## src/rtl/countdown_timer_mmss.sv

```systemverilog
// countdown_timer_mmss: counts a loaded BCD MM:SS value down to 00:00 on a synchronized slow tick.
// Optional macro DONE_LATCH_EN: done holds high in DONE until the next load/reset (default: 1-cycle pulse).
module countdown_timer_mmss #(
    parameter int unsigned SYNC_STAGES  = 2,
    parameter int unsigned MAX_MIN_TENS = 9
) (
    input  logic        in_clock,
    input  logic        reset,
    input  logic        tick_in,
    input  logic        load,
    input  logic [15:0] load_value,
    input  logic        start,
    input  logic        pause,
    output logic [15:0] time_bcd,
    output logic        running,
    output logic        done
);

    localparam logic [2:0] ST_IDLE    = 3'd0;
    localparam logic [2:0] ST_LOADED  = 3'd1;
    localparam logic [2:0] ST_RUNNING = 3'd2;
    localparam logic [2:0] ST_PAUSED  = 3'd3;
    localparam logic [2:0] ST_DONE    = 3'd4;

    localparam logic [3:0] MT_MAX = 4'(MAX_MIN_TENS);

    logic [SYNC_STAGES-1:0] sync_q;
    logic                   tick_prev;
    logic                   tick_pulse;
    logic [2:0]             state, state_n;
    logic [15:0]            time_q, time_n;
    logic                   done_q, done_n;
    logic                   enter_done;

    function automatic logic [15:0] clamp_bcd(input logic [15:0] v);
        logic [3:0] mt, mu, st, su;
        {mt, mu, st, su} = v;
        if (mt > 4'd9) mt = 4'd9;
        if (mu > 4'd9) mu = 4'd9;
        if (st > 4'd9) st = 4'd9;
        if (su > 4'd9) su = 4'd9;
        if (st > 4'd5) st = 4'd5;
        if (mt > MT_MAX) mt = MT_MAX;
        return {mt, mu, st, su};
    endfunction

    // Caller guarantees t != 0, so the minutes-tens borrow never underflows.
    function automatic logic [15:0] dec_bcd(input logic [15:0] t);
        logic [3:0] mt, mu, st, su;
        {mt, mu, st, su} = t;
        if (su != 4'd0) begin
            su = su - 4'd1;
        end else begin
            su = 4'd9;
            if (st != 4'd0) begin
                st = st - 4'd1;
            end else begin
                st = 4'd5;
                if (mu != 4'd0) begin
                    mu = mu - 4'd1;
                end else begin
                    mu = 4'd9;
                    mt = mt - 4'd1;
                end
            end
        end
        return {mt, mu, st, su};
    endfunction

    assign tick_pulse = sync_q[SYNC_STAGES-1] & ~tick_prev;

    always_comb begin
        state_n    = state;
        time_n     = time_q;
        enter_done = 1'b0;
        if (load) begin
            state_n = ST_LOADED;
            time_n  = clamp_bcd(load_value);
        end else begin
            case (state)
                ST_LOADED: begin
                    if (start && !pause && time_q != '0) state_n = ST_RUNNING;
                end
                ST_RUNNING: begin
                    if (pause) begin
                        state_n = ST_PAUSED;
                    end else if (tick_pulse && time_q != '0) begin
                        time_n = dec_bcd(time_q);
                        if (time_n == '0) begin
                            state_n    = ST_DONE;
                            enter_done = 1'b1;
                        end
                    end
                end
                ST_PAUSED: begin
                    if (start && !pause) state_n = ST_RUNNING;
                end
                default: ;
            endcase
        end
    end

    always_comb begin
`ifdef DONE_LATCH_EN
        done_n = load ? 1'b0 : (done_q | enter_done);
`else
        done_n = enter_done;
`endif
    end

    always_ff @(posedge in_clock or posedge reset) begin
        if (reset) begin
            sync_q    <= '0;
            tick_prev <= 1'b0;
            state     <= ST_IDLE;
            time_q    <= '0;
            done_q    <= 1'b0;
        end else begin
            sync_q    <= {sync_q[SYNC_STAGES-2:0], tick_in};
            tick_prev <= sync_q[SYNC_STAGES-1];
            state     <= state_n;
            time_q    <= time_n;
            done_q    <= done_n;
        end
    end

    assign time_bcd = time_q;
    assign running  = (state == ST_RUNNING);
    assign done     = done_q;

endmodule

```

## config.mk

```make
export PLATFORM = sky130hd
export DESIGN_NAME = countdown_timer_mmss
export DESIGN_NICKNAME = d
export VERILOG_FILES = /design/src/rtl/countdown_timer_mmss.sv
export SDC_FILE = /design/constraint.sdc
export NUM_CORES = 1
export LEC_CHECK = 0
export CAP_MARGIN = 20
export CELL_PAD_IN_SITES_DETAIL_PLACEMENT = 1
export CELL_PAD_IN_SITES_GLOBAL_PLACEMENT = 2
export CORE_MARGIN = 2
export CORE_UTILIZATION = 28
export CTS_CLUSTER_DIAMETER = 30
export CTS_CLUSTER_SIZE = 8
export DETAILED_ROUTE_END_ITERATION = 8
export PLACE_DENSITY_LB_ADDON = 0.12
export RECOVER_POWER = 100
export SYNTH_ARGS = -nofsm -noshare
export SYNTH_HDL_FRONTEND = slang
export SYNTH_SLANG_ARGS = --single-unit
```

## constraint.sdc

```tcl
create_clock -name in_clock -period 6.5 [get_ports in_clock]
set_clock_uncertainty 0.05 [all_clocks]
set_input_delay 0.975 -clock in_clock [delete_from_list [all_inputs] [get_ports in_clock]]
set_output_delay 0.975 -clock in_clock [all_outputs]
set_load 0.02 [all_outputs]
```

Word-level counts from Yosys, hierarchy flattened --
Index checks and enable logic that the tools add are counted.
Word-level totals: bits in registers 23, logic and storage cells 88, bits of input ports 22, output and inout bits 18
Operators by class: eq/ne operators 8, bitwise logic cells 2, order comparisons 6, mux-type cells 49, reduce and logical (&&, ||, !) cells 14, add/subtract/negate cells 4
Operator list (count):
- $mux W4 | 33
- $mux W16 | 4
- $gt A4 B4 Y1 const B | 5
- $mux W3 | 6
- $logic_not A16 Y1 | 1
- $reduce_bool A16 Y1 | 1
- $reduce_bool A4 Y1 | 4
- $sub A4 B1 Y4 const B | 4
- $pmux W3 S3 | 1
- $ne A4 B3 Y1 const B | 2
- $eq A3 B2 Y1 const B | 2
- $ne A3 B3 Y1 const B | 2
- $mux W1 | 5
- $reduce_and A5 Y1 | 1
- $gt A4 B3 Y1 const B | 1
- $reduce_bool A2 Y1 | 2
- $eq A3 B1 Y1 const B | 1
- $logic_and A1 B1 Y1 | 3
- $reduce_and A3 Y1 | 1
- $ne A2 B2 Y1 const B | 1
- $and A1 B1 Y1 | 1
- $logic_not A1 Y1 | 1
- $not A1 Y1 | 1

Logic depth before layout (Yosys ltp) --
word-level depth 14, depth in mapped cells 7

Worst setup path before layout --
No wires, ideal clock.
path kind input to register, from input port pause, to register time_q[4] (netlist: time_bcd[4]), data required time 6373 ps, data arrival time 2284 ps, stages on the path 5, slack 4088 ps, setup time 77 ps, path through or4b_4 nor3_1 o211ai_1 xor2_1 a21oi_1
Between the ends: cells in the longest elaborated chain, start to end 2
RTL lines:
- start: declaration | RTL line 13 | input logic pause,
- $ne A2 B2 Y1 (no line)
- $reduce_and A3 Y1 (no line)
- end signal: assignment | RTL line 122 | time_q <= time_n;
- end: declaration | RTL line 31 | logic [15:0] time_q, time_n;
Every way passes these cells. A chain may end at the register's enable or synchronous reset.

Worst setup path after layout --
from input port pause, to register time_q[8] (netlist: time_bcd[8])
Same word-level chain as after synthesis.

==> impl_metrics.xml <==
<?xml version="1.0" encoding="UTF-8"?>
<metrics>
  <group name="run_status">
    <metric name="status" unit="">finished, final reports clean</metric>
  </group>
  <group name="clocking">
    <metric name="cts-root-buf" unit="">clkbuf_8</metric>
    <metric name="cts_tree" unit="">yes</metric>
    <metric name="total_clock_buffers_created_by_cts" unit="">3</metric>
    <metric name="clockBufferDepth" unit="">2</metric>
    <metric name="clock_insertion_delay_worst_skew" unit="ns">0.27</metric>
    <metric name="htree_num_levels" unit="">1</metric>
    <metric name="post_cts_buffers" unit="">0</metric>
    <metric name="cts.sinks" unit="">23</metric>
    <metric name="postCtsResizedCells" unit="">0</metric>
    <metric name="cts.hold.buffers_added" unit="">0</metric>
    <metric name="cts.reportedPaths.clkPinSlew" unit="ns">0.09</metric>
  </group>
  <group name="synth">
    <metric name="synth-simple-area-share" unit="">0.254</metric>
    <metric name="synth.top_cells.by_count" unit="">dfrtp_1 (23), nor2_1 (14), o21ai_0 (14), nand2_1 (9), a21oi_1 (8)</metric>
    <metric name="syn_inst" unit="">145</metric>
    <metric name="syn_area" unit="mm^2">0.00134</metric>
    <metric name="synthArstFlopShare" unit="">1.00</metric>
    <metric name="synthMostInstantiatedCell" unit="">dfrtp_1</metric>
    <metric name="yosys-top-cells-area" unit="">dfrtp_1 (43%), o21ai_0 (5.2%), nor2_1 (3.9%)</metric>
    <metric name="postSynthNetCount" unit="">169</metric>
    <metric name="synth_area_per_cell" unit="um^2">9.22</metric>
    <metric name="synth-edff-count" unit="">0</metric>
    <metric name="synth_cell_types" unit="">42</metric>
    <metric name="synth_compound_area_frac" unit="">0.205</metric>
    <metric name="synthAdderAreaFrac" unit="">0.0187</metric>
    <metric name="synth_top_family_by_area" unit="">simple AND/OR/NAND/NOR gates</metric>
    <metric name="synth_area_leader_cell" unit="">dfrtp_1</metric>
    <metric name="synth_seq_cells" unit="">23</metric>
    <metric name="yosysSeqAreaShare" unit="">0.430</metric>
    <metric name="synth-xor-area-share" unit="">0.0393</metric>
    <metric name="synth_ff_type" unit="">dfrtp_1</metric>
    <metric name="synth_warnings" unit="">0</metric>
    <metric name="synth_top_area_share" unit="">0.430</metric>
    <metric name="synth.mux.area_fraction" unit="">0.0262</metric>
  </group>
  <group name="min_path">
    <metric name="worst_hold_path.num_cells" unit="">0</metric>
    <metric name="worstHoldStart" unit="">sync_q[0]</metric>
    <metric name="hold-path-endpoint" unit="">sync_q[1]</metric>
    <metric name="timing.hold.worst.class" unit="">reg2reg</metric>
  </group>
  <group name="setup_path">
    <metric name="worst_setup_path_end_kind" unit="">flip-flop</metric>
    <metric name="worstReg2RegEnd" unit="">time_bcd[8]</metric>
    <metric name="crit-reg2reg-launch" unit="">time_bcd[2]</metric>
    <metric name="r2r.worst_path.cells" unit="">5</metric>
    <metric name="worstPathArrival" unit="ns">3.54</metric>
    <metric name="worst-path-max-fanout" unit="">5</metric>
    <metric name="setup.worst_path.class" unit="">in2reg</metric>
    <metric name="cp-start-kind" unit="">input pin</metric>
    <metric name="required" unit="ns">6.58</metric>
    <metric name="rrSetupSlack" unit="ns">3.75</metric>
    <metric name="crit_start" unit="">pause</metric>
  </group>
  <group name="floorplan">
    <metric name="core-area" unit="mm^2">0.00466</metric>
    <metric name="die-area" unit="mm^2">0.00535</metric>
    <metric name="initial_utilization" unit="">0.287</metric>
    <metric name="die_y" unit="um">73.1</metric>
    <metric name="top_level_ports" unit="">40</metric>
    <metric name="fp.dieW" unit="um">73.1</metric>
    <metric name="total_number_of_placement_rows" unit="">25</metric>
  </group>
  <group name="place">
    <metric name="pre_cts_slack" unit="ns">3.28</metric>
    <metric name="placement.io_buffers" unit="">39</metric>
    <metric name="dp_hpwl" unit="mm">2.90</metric>
    <metric name="routabilityCongestion" unit="">0.734</metric>
  </group>
  <group name="global_route">
    <metric name="grt_start_max_net_pins" unit="">24</metric>
    <metric name="number_of_global_route_vias_before_repair" unit="">1323</metric>
    <metric name="overflow" unit="">0</metric>
    <metric name="wire_length_of_the_first_global_routing_pass" unit="mm">6.53</metric>
    <metric name="antenna_violations_before_repair" unit="">0</metric>
    <metric name="globalRouteTotalUtil" unit="">0.159</metric>
  </group>
  <group name="timing">
    <metric name="report.final.slew_viol_count" unit="">0</metric>
    <metric name="relative_slew_slack" unit="">0.359</metric>
    <metric name="post-route-period-util" unit="">0.532</metric>
    <metric name="timing_worst_slew_pin_value" unit="ns">0.961</metric>
    <metric name="worst_slack" unit="ns">3.04</metric>
    <metric name="count_of_endpoints_failing_hold_in_the_final_timing_report" unit="">0</metric>
    <metric name="unrepaired_setup_endpoints_after_global_routing" unit="">false</metric>
    <metric name="finalSetupViolCount" unit="">0</metric>
    <metric name="period_needed" unit="ns">3.46</metric>
    <metric name="fin_setup_tns" unit="ns">0</metric>
    <metric name="max_freq" unit="GHz">0.289</metric>
  </group>
  <group name="power_and_ir_drop">
    <metric name="leakagePower" unit="uW">0.000692</metric>
    <metric name="pwr_density_cell" unit="mW/mm^2">185</metric>
    <metric name="power.total" unit="uW">335</metric>
    <metric name="worst_ir_drop_vdd" unit="V">0.0000731</metric>
  </group>
  <group name="routing">
    <metric name="drc_violation_count_after_routing" unit="">0</metric>
    <metric name="wl_per_cell" unit="um">16.5</metric>
    <metric name="via_count" unit="">1266</metric>
    <metric name="detailedRoute.firstPassIterationCount" unit="">4</metric>
    <metric name="antenna_left" unit="">0</metric>
    <metric name="drt-total-wl" unit="mm">3.92</metric>
    <metric name="detail_route.iter0.violations" unit="">37</metric>
    <metric name="detail_route.vias_per_cell" unit="">5.32</metric>
  </group>
  <group name="layout">
    <metric name="multiInputGateArea" unit="um^2">708</metric>
    <metric name="final_net_count" unit="">209</metric>
    <metric name="num-fill-cells" unit="">531</metric>
    <metric name="antenna_diode_count" unit="">0</metric>
    <metric name="area.sequential" unit="um^2">576</metric>
    <metric name="syn_to_final_growth" unit="%">35.1</metric>
    <metric name="final_layout_size_suffix_gt1_frac" unit="">0.0380</metric>
  </group>
  <group name="job">
    <metric name="cap_violations" unit="">0</metric>
  </group>
</metrics>
[metrics by stage]
stage / util / cell area [um^2] / instances / hold slack [ns]
floorplan: - / 1340 / 145 / 0.281
global route: 0.388 / 1810 / 238 / 0.318
CTS: 0.392 / 1830 / 238 / 0.308
finish: 0.388 / 1810 / 238 / 0.304
global placement: 0.382 / 1780 / 234 / 0.284
detailed placement: 0.382 / 1780 / 234 / 0.286
[critical path: stages]
cell and delay, ns:
dlygate4sd3_1 0.60, or4b_1 0.60, nor4_1 0.69, nand2_1 0.19, o311ai_0 0.33, o211ai_1 0.14
[state kept, by name, summed over array words and instances, names as in the netlist]
register	flops
time_bcd	16
tick_prev	1
state	3
done	1
sync_q	2
[area by class of cell]
type	count	area share
sequential	23	0.319
multi-input combinational	113	0.392
clock buffer	3	0.0229
inverter	5	0.0104
timing repair buffer	39	0.216
clock inverter	1	0.00277
tap	54	0.0374
[layout by cell type (no fill, tap or decap), types with 2 or more instances in the layout]
cell type / count
nor3_1: 7
inv_1: 5
xnor2_1: 2
nor3b_1: 3
a21oi_1: 8
o21a_1: 4
a211oi_1: 3
dlygate4sd3_1: 22
nand3_1: 6
clkbuf_8: 3
o21ai_0: 15
a31oi_1: 2
dfrtp_1: 23
xor2_1: 4
clkdlybuf4s50_1: 17
nand3b_1: 2
nor4_1: 3
nor4b_1: 2
nand2_1: 9
ha_1: 2
nor2_1: 14
o211ai_1: 3
nand4_1: 3
or3_1: 2
mux2i_1: 2
or4_1: 2
[where the power goes]
group          switching [uW]  internal, uW
logic                    39.5          36.0
registers                13.9           153
clock network            49.6          42.9
[how the worst max path moves through the flow]
stage / end / slack [ns] / cells after the start
after global placement: time_bcd[4] / 3.34 / 6
final: time_bcd[8] / 3.04 / 6
after floorplan: time_bcd[4] / 4.09 / 5
after global routing: time_bcd[8] / 2.94 / 6
after detailed placement: time_bcd[4] / 3.28 / 6
after CTS: time_bcd[4] / 3.55 / 6
[layer usage]
layer	track usage	vias to the layer above	routed length (um)
met5	0	-	0
met4	0.0494	0	36
met3	0.0207	4	133
met2	0.252	24	1870
met1	0.223	616	1880
li1	-	622	-
[cell families (layout without fill, tap and decap cells)]
group           after synthesis  in the layout
mux                           3              3
compound gates               43             43
buf+inv                       9             48
fa+ha+maj                     2              2
simple gates                 59             59
flops                        23             23
xor+xnor                      6              6
Note: power is estimated with default switching activity, not from simulation.
